File: src/rtl/shift_operand_seq.sv
// Operand-2 sequencer for the ARM data-processing datapath: decodes the shifter operand forms,
// drives an external 5-bit-amount shifter and applies edge-case fix-ups. Macro: SHOP_CARRY_EN.
module shift_operand_seq #(
  parameter bit FAST_ZERO = 1'b1
) (
  input  logic        clk,
  input  logic        reset_n,
  input  logic        in_valid,
  output logic        in_ready,
  input  logic        imm_form,
  input  logic        reg_shift,
  input  logic [11:0] op2,
  input  logic [31:0] rm_val,
  input  logic [31:0] rs_val,
  input  logic        carry_in,
  output logic [31:0] sh_a,
  output logic [4:0]  sh_shamt,
  output logic [1:0]  sh_shtype,
  input  logic [31:0] sh_y,
  output logic        out_valid,
  input  logic        out_ready,
  output logic [31:0] result,
  output logic        carry_out
);

  localparam logic [1:0] ShLsl = 2'b00;
  localparam logic [1:0] ShLsr = 2'b01;
  localparam logic [1:0] ShAsr = 2'b10;
  localparam logic [1:0] ShRor = 2'b11;

  typedef enum logic [1:0] {StIdle, StShift, StDone} state_e;

  state_e state_q, state_d;

  logic [31:0] dec_a;
  logic [1:0]  dec_type;
  logic [7:0]  dec_amt;
  logic        dec_rrx;
  logic        dec_fast;
  logic        accept;

  logic [31:0] sh_a_q;
  logic [4:0]  sh_shamt_q;
  logic [1:0]  sh_shtype_q;
  logic [7:0]  amt_q;
  logic        rrx_q;
  logic        cin_q;
  logic [31:0] result_q;
  logic [31:0] shift_res;

  // Only the low byte of Rs participates in a register-specified shift.
  logic unused_rs;
  assign unused_rs = ^rs_val[31:8];

  // Operand decode, evaluated combinationally from the request fields.
  always_comb begin
    dec_a    = rm_val;
    dec_type = op2[6:5];
    dec_amt  = 8'd0;
    dec_rrx  = 1'b0;
    if (imm_form) begin
      dec_a    = {24'd0, op2[7:0]};
      dec_type = ShRor;
      dec_amt  = {3'd0, op2[11:8], 1'b0};
    end else if (reg_shift) begin
      dec_amt = rs_val[7:0];
    end else begin
      dec_amt = {3'd0, op2[11:7]};
      // Immediate #0 encodes LSR/ASR #32 and RRX.
      if (op2[11:7] == 5'd0) begin
        unique case (op2[6:5])
          ShLsr, ShAsr: dec_amt = 8'd32;
          ShRor:        dec_rrx = 1'b1;
          default:      ;
        endcase
      end
    end
  end

  assign dec_fast = FAST_ZERO && (dec_amt == 8'd0) && !dec_rrx;
  assign accept   = in_valid && (state_q == StIdle);

  always_comb begin
    state_d   = state_q;
    in_ready  = 1'b0;
    out_valid = 1'b0;
    unique case (state_q)
      StIdle: begin
        in_ready = 1'b1;
        if (in_valid) state_d = dec_fast ? StDone : StShift;
      end
      StShift: state_d = StDone;
      StDone: begin
        out_valid = 1'b1;
        if (out_ready) state_d = StIdle;
      end
      default: state_d = StIdle;
    endcase
  end

  always_ff @(posedge clk or negedge reset_n) begin
    if (!reset_n) state_q <= StIdle;
    else          state_q <= state_d;
  end

  // Result fix-ups for cases the 5-bit shifter cannot express.
  always_comb begin
    shift_res = sh_y;
    if (rrx_q) begin
      shift_res = {cin_q, sh_a_q[31:1]};
    end else if (amt_q == 8'd0) begin
      shift_res = sh_a_q;
    end else begin
      unique case (sh_shtype_q)
        ShLsl, ShLsr: if (amt_q >= 8'd32) shift_res = 32'd0;
        ShAsr:        if (amt_q >= 8'd32) shift_res = {32{sh_a_q[31]}};
        ShRor:        if (amt_q[4:0] == 5'd0) shift_res = sh_a_q;
        default:      ;
      endcase
    end
  end

  always_ff @(posedge clk or negedge reset_n) begin
    if (!reset_n) begin
      sh_a_q      <= 32'd0;
      sh_shamt_q  <= 5'd0;
      sh_shtype_q <= 2'd0;
      amt_q       <= 8'd0;
      rrx_q       <= 1'b0;
      cin_q       <= 1'b0;
      result_q    <= 32'd0;
    end else if (accept) begin
      cin_q <= carry_in;
      if (dec_fast) begin
        result_q <= dec_a;
      end else begin
        // Shifter inputs stay frozen until the next slow-path accept.
        sh_a_q      <= dec_a;
        sh_shamt_q  <= dec_amt[4:0];
        sh_shtype_q <= dec_type;
        amt_q       <= dec_amt;
        rrx_q       <= dec_rrx;
      end
    end else if (state_q == StShift) begin
      result_q <= shift_res;
    end
  end

  assign sh_a      = sh_a_q;
  assign sh_shamt  = sh_shamt_q;
  assign sh_shtype = sh_shtype_q;
  assign result    = result_q;

`ifdef SHOP_CARRY_EN
  logic       carry_q;
  logic       shift_c;
  logic [4:0] lsl_idx;
  logic [4:0] lsr_idx;

  // For LSL by n the carry is a[32-n]; 32-n equals -n modulo 32.
  assign lsl_idx = ~amt_q[4:0] + 5'd1;
  assign lsr_idx = amt_q[4:0] - 5'd1;

  always_comb begin
    shift_c = cin_q;
    if (rrx_q) begin
      shift_c = sh_a_q[0];
    end else if (amt_q != 8'd0) begin
      unique case (sh_shtype_q)
        ShLsl: begin
          if (amt_q < 8'd32)       shift_c = sh_a_q[lsl_idx];
          else if (amt_q == 8'd32) shift_c = sh_a_q[0];
          else                     shift_c = 1'b0;
        end
        ShLsr: begin
          if (amt_q < 8'd32)       shift_c = sh_a_q[lsr_idx];
          else if (amt_q == 8'd32) shift_c = sh_a_q[31];
          else                     shift_c = 1'b0;
        end
        ShAsr: shift_c = (amt_q < 8'd32) ? sh_a_q[lsr_idx] : sh_a_q[31];
        ShRor: shift_c = (amt_q[4:0] == 5'd0) ? sh_a_q[31] : sh_y[31];
        default: ;
      endcase
    end
  end

  always_ff @(posedge clk or negedge reset_n) begin
    if (!reset_n)                     carry_q <= 1'b0;
    else if (accept && dec_fast)      carry_q <= carry_in;
    else if (state_q == StShift)      carry_q <= shift_c;
  end

  assign carry_out = carry_q;
`else
  assign carry_out = 1'b0;
`endif

endmodule

File: config.mk
export PLATFORM = sky130hd
export DESIGN_NAME = shift_operand_seq
export DESIGN_NICKNAME = d
export VERILOG_FILES = /design/src/rtl/shift_operand_seq.sv
export SDC_FILE = /design/constraint.sdc
export NUM_CORES = 1
export LEC_CHECK = 0
export ABC_AREA = 1
export ABC_CLOCK_PERIOD_IN_PS = 1970
export CORE_MARGIN = 1
export CORE_UTILIZATION = 40
export DETAILED_ROUTE_END_ITERATION = 10
export PLACE_DENSITY = 0.86
export REMOVE_ABC_BUFFERS = 1
export SYNTH_ARGS = -nofsm -noshare
export SYNTH_HDL_FRONTEND = slang
export SYNTH_SLANG_ARGS = --single-unit
File: constraint.sdc
create_clock -name clk -period 1.97 [get_ports clk]
set_input_delay 0.394 -clock clk [delete_from_list [all_inputs] [get_ports clk]]
set_output_delay 0.394 -clock clk [all_outputs]
set_load 0.01 [all_outputs]
# == Word-level counts from Yosys, hierarchy flattened ==
# Index checks and enable logic that the tools add are counted.
# totals
reg_bits,83
out_inout_bits,74
elab_cells,61
in_bits,115
# classes
bitwise_logic,1
n_eq_ne,11
order_cmp,1
n_reduce_logical,15
muxes,25
# op_table
op,count
32-bit two-way mux,9
32-bit case mux with 3 select lines,1
8-bit logical NOT,2
8-bit two-way mux,2
6-bit two-way mux,2
"2-bit equality test, second input constant",5
5-bit logical NOT,2
"8-bit by 6-bit greater-or-equal comparator with 1-bit output, second input constant",1
2-bit two-way mux,4
"2-bit by 1-bit equality test with 1-bit output, second input constant",3
1-bit two-way mux,6
"2-bit inequality test, second input constant",3
2-bit case mux with 3 select lines,1
2-bit AND reduction,3
2-bit logical NOT,2
2-bit OR reduction,2
1-bit logical AND,2
2-bit nonzero test,1
1-bit logical NOT,1
1-bit NOT,1

# == Depth between registers and ports, before layout ==
# Gate-level depths: netlist (run 1).
# depth
word_depth,11
mapped_depth,13
depth_no_buf,12

# == Least setup slack after synthesis (run 1) ==
# OpenSTA, ideal clock, no wires.
# synth_timing
kind,input-to-reg
from,input port op2[5]
to,"register result_q[15], in the netlist result[15]"
path_stages,10
path_slack_ps,259
setup_ps,66
t_arrival_ps,1644
n_path_buf,2
path_cell_list,ha_1 > inv_1 > nor2_1 > a22oi_1 > nand3_2 > nand2_1 > buf_6 > buf_6 > nand3_1 > nand2_1
# synth_between
elab_chain_cells,10
# synth_lines
item,line_no,text
from (decl),12,"input logic [11:0] op2,"
2-bit by 1-bit equality test with 1-bit output / 2-bit equality test (equally long branches),71,unique case (op2[6:5])
2-bit OR reduction,71,
6-bit two-way mux,71,
6-bit two-way mux,70,if (op2[11:7] == 5'd0) begin
8-bit two-way mux,65,end else if (reg_shift) begin
8-bit two-way mux,61,if (imm_form) begin
8-bit logical NOT,80,assign dec_fast = FAST_ZERO && (dec_amt == 8'd0) && !dec_rrx;
1-bit logical AND (*),80,
2-bit inequality test (no line) (*),--,
2-bit AND reduction (no line) (*),--,
to (signal assigned),145,result_q <= shift_res;
to (decl),48,logic [31:0] result_q;
# Mark *: on every way between the ends. The rest lies on a longest branch, timed or not.
# A chain may end at the register's enable or synchronous reset.

# == Worst setup path after layout (run 1) ==
# layout_timing
from,input port op2[5]
to,register amt_q[5]
# layout_between
elab_chain_cells,10
# layout_lines
item,line_no,text
2-bit by 1-bit equality test with 1-bit output / 2-bit equality test (equally long branches),71,
2-bit OR reduction,71,
6-bit two-way mux,71,
6-bit two-way mux,70,
8-bit two-way mux,65,
8-bit two-way mux,61,
8-bit logical NOT,80,
1-bit logical AND,80,
1-bit NOT (no line),--,
2-bit AND reduction (no line),--,
to (signal assigned),141,amt_q <= dec_amt;
to (decl),45,logic [7:0] amt_q;
# Parallel ways exist; a longest one is shown, timed or not.

==> impl_metrics.toml, run 1 <==
[critical_path]
critPathMaxFanout = 8
crit_chain = "clkdlybuf4s50_1 -> ha_1 -> inv_1 -> nor2_1 -> a22oi_2 -> buf_4 -> nand2_4 -> nand2_8 -> clkbuf_16 -> o21ai_0"
critPathArrivalTime_ns = 2.22
path_buf_inv = 4
crit_slowest_cell = "clkdlybuf4s50_1"
r2r_cells = 11
critPathKind = "in2reg"
worstSetupStartpoint = "op2[5]"
reg2reg_slack_ns = 0.23
r2r-start = "sh_shamt[3]"
reg2reg_to = "result[6]"
max_stage_delay_ns = 0.47
end_kind = "flip-flop"
cp_data_required_time_ns = 2.21
critPathLaunchType = "input pin"
path_delay_family = "buffers and inverters"

[power]
pwr-share-clk_pct = 15.9
ir_worst_vdd_mv = 0.691
p_sw_uw = 4500
power.leakage_uw = 0.00356
powerDensity_mw_per_mm2 = 1480
p_sw_share_pct = 42.1
combPwrFrac_pct = 56.3
internal_power_uw = 6180
seqPwrFrac_pct = 27.8

[synthesis]
ys.flop_type = "dfrtp_1"
synth.distinct_cells = 24
netlist_top_cells_count = "nand2_1, nand3_1, dfrtp_1"
synth_cells = 718
yosysSeqAreaShare_pct = 41.5
synth_area_leaders = "dfrtp_1, nand2_1, nand3_1, o21ai_0, inv_1"
synth_top_area_share_pct = 41.5
ys_seq_elements = 78
synth_edf_count = 0
netlist.top_cell.by_area = "dfrtp_1"
syn_area_per_cell_um2 = 6.55
ys_warn_count = 0
postSynth.asyncResetShare_pct = 100
synth.most_common_cell = "nand2_1"
syn_area_mm2 = 0.00470

[route]
postRouteAntennaNets = 0
drc = 0
via_count = 5626
drt_wl_total_mm = 17.2
firstDrtPassIters = 7
drt_iter0_drc = 525
wl_per_cell_um = 16.6
avgViaCountPerCell = 5.43

[timing]
finClkSkew_ns = 0.0108
tightest_slew_ns = 0.636
slew_headroom_pct = 57.6
whs_ns = 0.0780
setup_ws_ns = -0.0132
max_freq_mhz = 504
finalHoldViolations = 0
setup_viol = 1
maxSlewViolCount = 0
fin_crit_sh_pct = 101
min_period_ns = 1.98

[clock_tree]
clkTransAtPathRegs_ns = 0.06
cts_buffer_depth = 2
cts_num_sinks = 78
insertion_delay_ns = 0.34
h-tree-depth = 3
cts_tree = "yes"
ctsHoldBuffers = 0
cts_buffers = 9
root_buffer = "clkbuf_16"

[layout]
area_delta_synth_final_pct = 53.4
postLayoutCoreUtil_pct = 63.1
antenna_cells = 0
fillers = 1037
nets = 1005
final_layout_size_suffix_gt1_share_pct = 8.50

[global_routing]
grt_pass1_vias = 5189
grt_overflow_total = 0
grt_start_max_net_pins = 47
antenna_found_initial = 0
track_usage_pct = 27.3
grt_pass1_wl_mm = 25.4

[placed_design]
dp_hpwl_mm = 11.1
gp_congestion = 0.870
place.port_buffers = 163

[die]
ioPinCount = 189
initial_core_util_pct = 41.2
die_area_mm2 = 0.0122
design.core.area_mm2 = 0.0114
die_w_um = 110
rows = 39
fp.dieH_um = 110

[hold_path]
hold_path_class = "in2async"

[outcome]
violations = "setup timing"
outcome = "finished with violations"

[flow_run]
maxCapViolations = 0
-- layout by cell type, fill, tap and decap left out, types with 2 or more instances in the layout --
cell type and n:
nand2_1 328, clkdlybuf4s50_1 159, nand3_1 129, dfrtp_1 78
inv_1 33, o21ai_0 29, buf_4 28, nor2_1 19
a21oi_1 15, o21ai_1 15, clkbuf_16 14, buf_12 9
inv_2 3, nor2_2 3, nand4_1 3, dlymetal6s2s_1 3
buf_6 3, nor2_4 2, nand2_4 2, clkinvlp_4 2
clkbuf_1 2
-- through the flow --
step	cell area (µm²)	cells	TNS [ns]	power, µW	worst slack [ns]
global placement	6640	1011	-17.07	8430	-0.268
CTS	7010	1030	-0.507	10400	-0.0441
floorplan	4460	670	-94.31	5620	-1.46
global route	7210	1037	-1.07	11400	-0.0977
finish	7210	1037	-0.0132	10700	-0.0132
detailed placement	6640	1011	-21.78	8580	-0.356
-- final cells by class --
| class | count | area [µm²] | share of cell area [%] |
|---|---|---|---|
| multi-input combinational | 555 | 2430 | 33.7 |
| inverter | 37 | 146 | 2.03 |
| timing repair buffer | 208 | 2210 | 30.6 |
| tap | 143 | 179 | 2.48 |
| sequential | 78 | 1950 | 27.1 |
| clock inverter | 4 | 53.8 | 0.746 |
| clock buffer | 12 | 246 | 3.42 |
-- power by group through the flow --
stage	clock network (µW)	registers, µW	logic, µW
4_1_cts	1710	2950	5720
2_1_floorplan	0	3130	2490
5_1_grt	1770	3050	6590
3_3_place_gp	0	2950	5470
3_5_place_dp	0	2960	5620
6_report	1690	2970	6020
-- registers in the layout, summed over array words and instances (netlist names) --
register   count
sh_shamt       4
sh_a          32
amt_q          4
rrx_q          1
state_q        2
result        32
sh_shtype      2
cin_q          1
-- cell families after synthesis --
| group | synth area share (%) |
|---|---|
| DFF | 41.5 |
| AOI/OAI and AO/OA | 6.76 |
| adders and majority gates | 0.266 |
| and+or+nand+nor | 43.2 |
| buffers and inverters | 8.12 |
| other | 0.0798 |
-- per-layer routing --
layer / wire length [µm] / GRT usage [%]
met2: 8050 / 44.9
met5: 0 / 0
met4: 544 / 12.5
met3: 1760 / 3.17
met1: 6840 / 36.0
-- how the worst max path moves through the flow --
stage / cells past startpoint / slack (ns) / endpoint
after global placement: 10 / -0.27 / sh_shtype[1]
after floorplan: 7 / -1.46 / result[10]
after global routing: 11 / -0.1 / amt_q[5]
after CTS: 13 / -0.04 / sh_shtype[1]
final: 10 / -0.01 / amt_q[5]
after detailed placement: 10 / -0.36 / sh_shtype[1]
-- what timing repair did --
action                                  in CTS  in global routing
gates cloned                                 1                  5
setup buffers                                2                  2
gates resized for setup                      2                 27
endpoints found under the setup margin      39                 76
pin swaps                                    0                  5
(Power assumes the default switching activity.)
==> run 2: changes to the inputs <==
--- a/config.mk
+++ b/config.mk
@@ -10,7 +10,9 @@
 export CORE_MARGIN = 1
 export CORE_UTILIZATION = 40
 export DETAILED_ROUTE_END_ITERATION = 10
+export GPL_TIMING_DRIVEN = 0
 export PLACE_DENSITY = 0.86
+export RECOVER_POWER = 100
 export REMOVE_ABC_BUFFERS = 1
 export SYNTH_ARGS = -nofsm -noshare
 export SYNTH_HDL_FRONTEND = slang
==> run 2 against run 1 <==
Against the previous run: the flow now finishes without violations; combinational power down 4.7%; cell count down 1.3%; first-iteration DRC count down 14%; sequential power about the same; global-route usage up 2.5 points; non-clock buffer count down 22; routed wire length up 6.9%; largest power group unchanged; highest routed layer unchanged.
==> impl_metrics.toml, run 2 (same netlist as run 1, synthesis figures left out) <==
[clock_tree]
cts_buffers = 9
cts_buffer_depth = 2
root_buffer = "clkbuf_16"
ctsHoldBuffers = 0
insertion_delay_ns = 0.33
cts_num_sinks = 78
h-tree-depth = 3
cts_tree = "yes"
clkTransAtPathRegs_ns = 0.06

[critical_path]
critPathLaunchType = "input pin"
r2r_cells = 8
critPathKind = "in2reg"
critPathMaxFanout = 4
end_kind = "flip-flop"
critPathArrivalTime_ns = 2.11
cp_data_required_time_ns = 2.15

[route]
drc = 0
firstDrtPassIters = 6
postRouteAntennaNets = 0
wl_per_cell_um = 18.0
drt_iter0_drc = 449
drt_wl_total_mm = 18.4
via_count = 5690
avgViaCountPerCell = 5.56

[power]
power.leakage_uw = 0.00355
powerDensity_mw_per_mm2 = 1470
ir_worst_vdd_mv = 0.724

[layout]
postLayoutCoreUtil_pct = 62.3
area_delta_synth_final_pct = 51.3
final_cell_mix = "nand2_1, nand3_1, clkdlybuf4s50_1"
antenna_cells = 0
nets = 992
layout_commonest_cell = "nand2_1"
final_layout_size_suffix_gt1_share_pct = 8.51
fillers = 1042

[placed_design]
place.port_buffers = 163
dp_hpwl_mm = 9.93
gp_congestion = 0.823

[timing]
maxSlewViolCount = 0
finalHoldViolations = 0
max_freq_mhz = 518
fin_tns_setup_ns = 0
setup_viol = 0
slew_headroom_pct = 35.3
min_period_ns = 1.93
finClkSkew_ns = 0.0135
tightest_slew_ns = 0.970
fin_crit_sh_pct = 98.1
whs_ns = 0.206

[die]
ioPinCount = 189
initial_core_util_pct = 41.2
fp.dieH_um = 110
die_area_mm2 = 0.0122
rows = 39
design.core.area_mm2 = 0.0114
die_w_um = 110

[global_routing]
antenna_found_initial = 0
grt_pass1_vias = 5094
track_usage_pct = 29.9
grt_pass1_wl_mm = 26.9
grt_start_max_net_pins = 43
grt_overflow_total = 0

[flow_run]
maxCapViolations = 0

[hold_path]
hold_path_class = "in2async"

[outcome]
outcome = "complete, no violations"
run 2: where the power goes:
group / internal, µW / total (µW) / switching [µW]
Sequential: 2310 / 2940 / 622
Combinational: 2360 / 5740 / 3370
Clock: 1110 / 1780 / 669
run 2: final cells by class:
cell class                 instances  area, µm²  share of cell area, %
inverter                          37        170                   2.39
clock buffer                      10        229                   3.22
timing repair buffer             186       1870                   26.3
timing repair inverter             2       16.3                  0.229
tap                              143        179                   2.52
multi-input combinational        562       2600                   36.6
clock inverter                     6       83.8                   1.18
sequential                        78       1960                   27.5
run 2: per-layer routing:
layer / wire length (µm) / part of all wire [%] / vias up / GRT usage (%)
met5: 0 / 0 / - / 0
met4: 632 / 3.4 / 0 / 13.0
met3: 1590 / 8.6 / 55 / 5.35
met2: 8630 / 47 / 352 / 48.8
met1: 7530 / 41 / 2657 / 38.7
li1: - / - / 2626 / -
run 2: final timing paths:
check / from / slack, ns / end
min reg2reg: cin_q / 0.48 / cin_q
max in group asynchronous: reset_n / 0.50 / rrx_q
max: op2[9] / 0.04 / rrx_q
min: reset_n / 0.21 / sh_shamt[3]
min in group clk: op2[5] / 0.42 / sh_shtype[0]
max reg2reg: rrx_q / 0.10 / result[15]
run 2: per-stage QoR:
stage	instances	instance area [µm²]	setup slack [ns]	power, µW
floorplan	670	4460	-1.46	5620
global placement	976	6270	-4.22	8040
detailed placement	979	6340	-3.07	8210
CTS	1019	7050	-0.0565	10500
global route	1024	7110	-0.0252	11200
finish	1024	7110	0.0382	10400
run 2: worst max-delay path, cell delays in order:
cell and delay, ns:
clkdlybuf4s50_1 0.43, nor2_1 0.14, nand2_1 0.06, nor2_1 0.17
nand2_1 0.10, nand2_1 0.13, nor2_4 0.07, nand2_4 0.16
nand2_8 0.10, clkbuf_2 0.20, nand2_1 0.08, o21ai_0 0.08
run 2: repair_timing:
action                                  CTS  global route
resized for setup                        41            19
endpoints found under the setup margin   77            75
setup buffers                            16             4
cloned                                    8             1
pin swaps                                 9             1
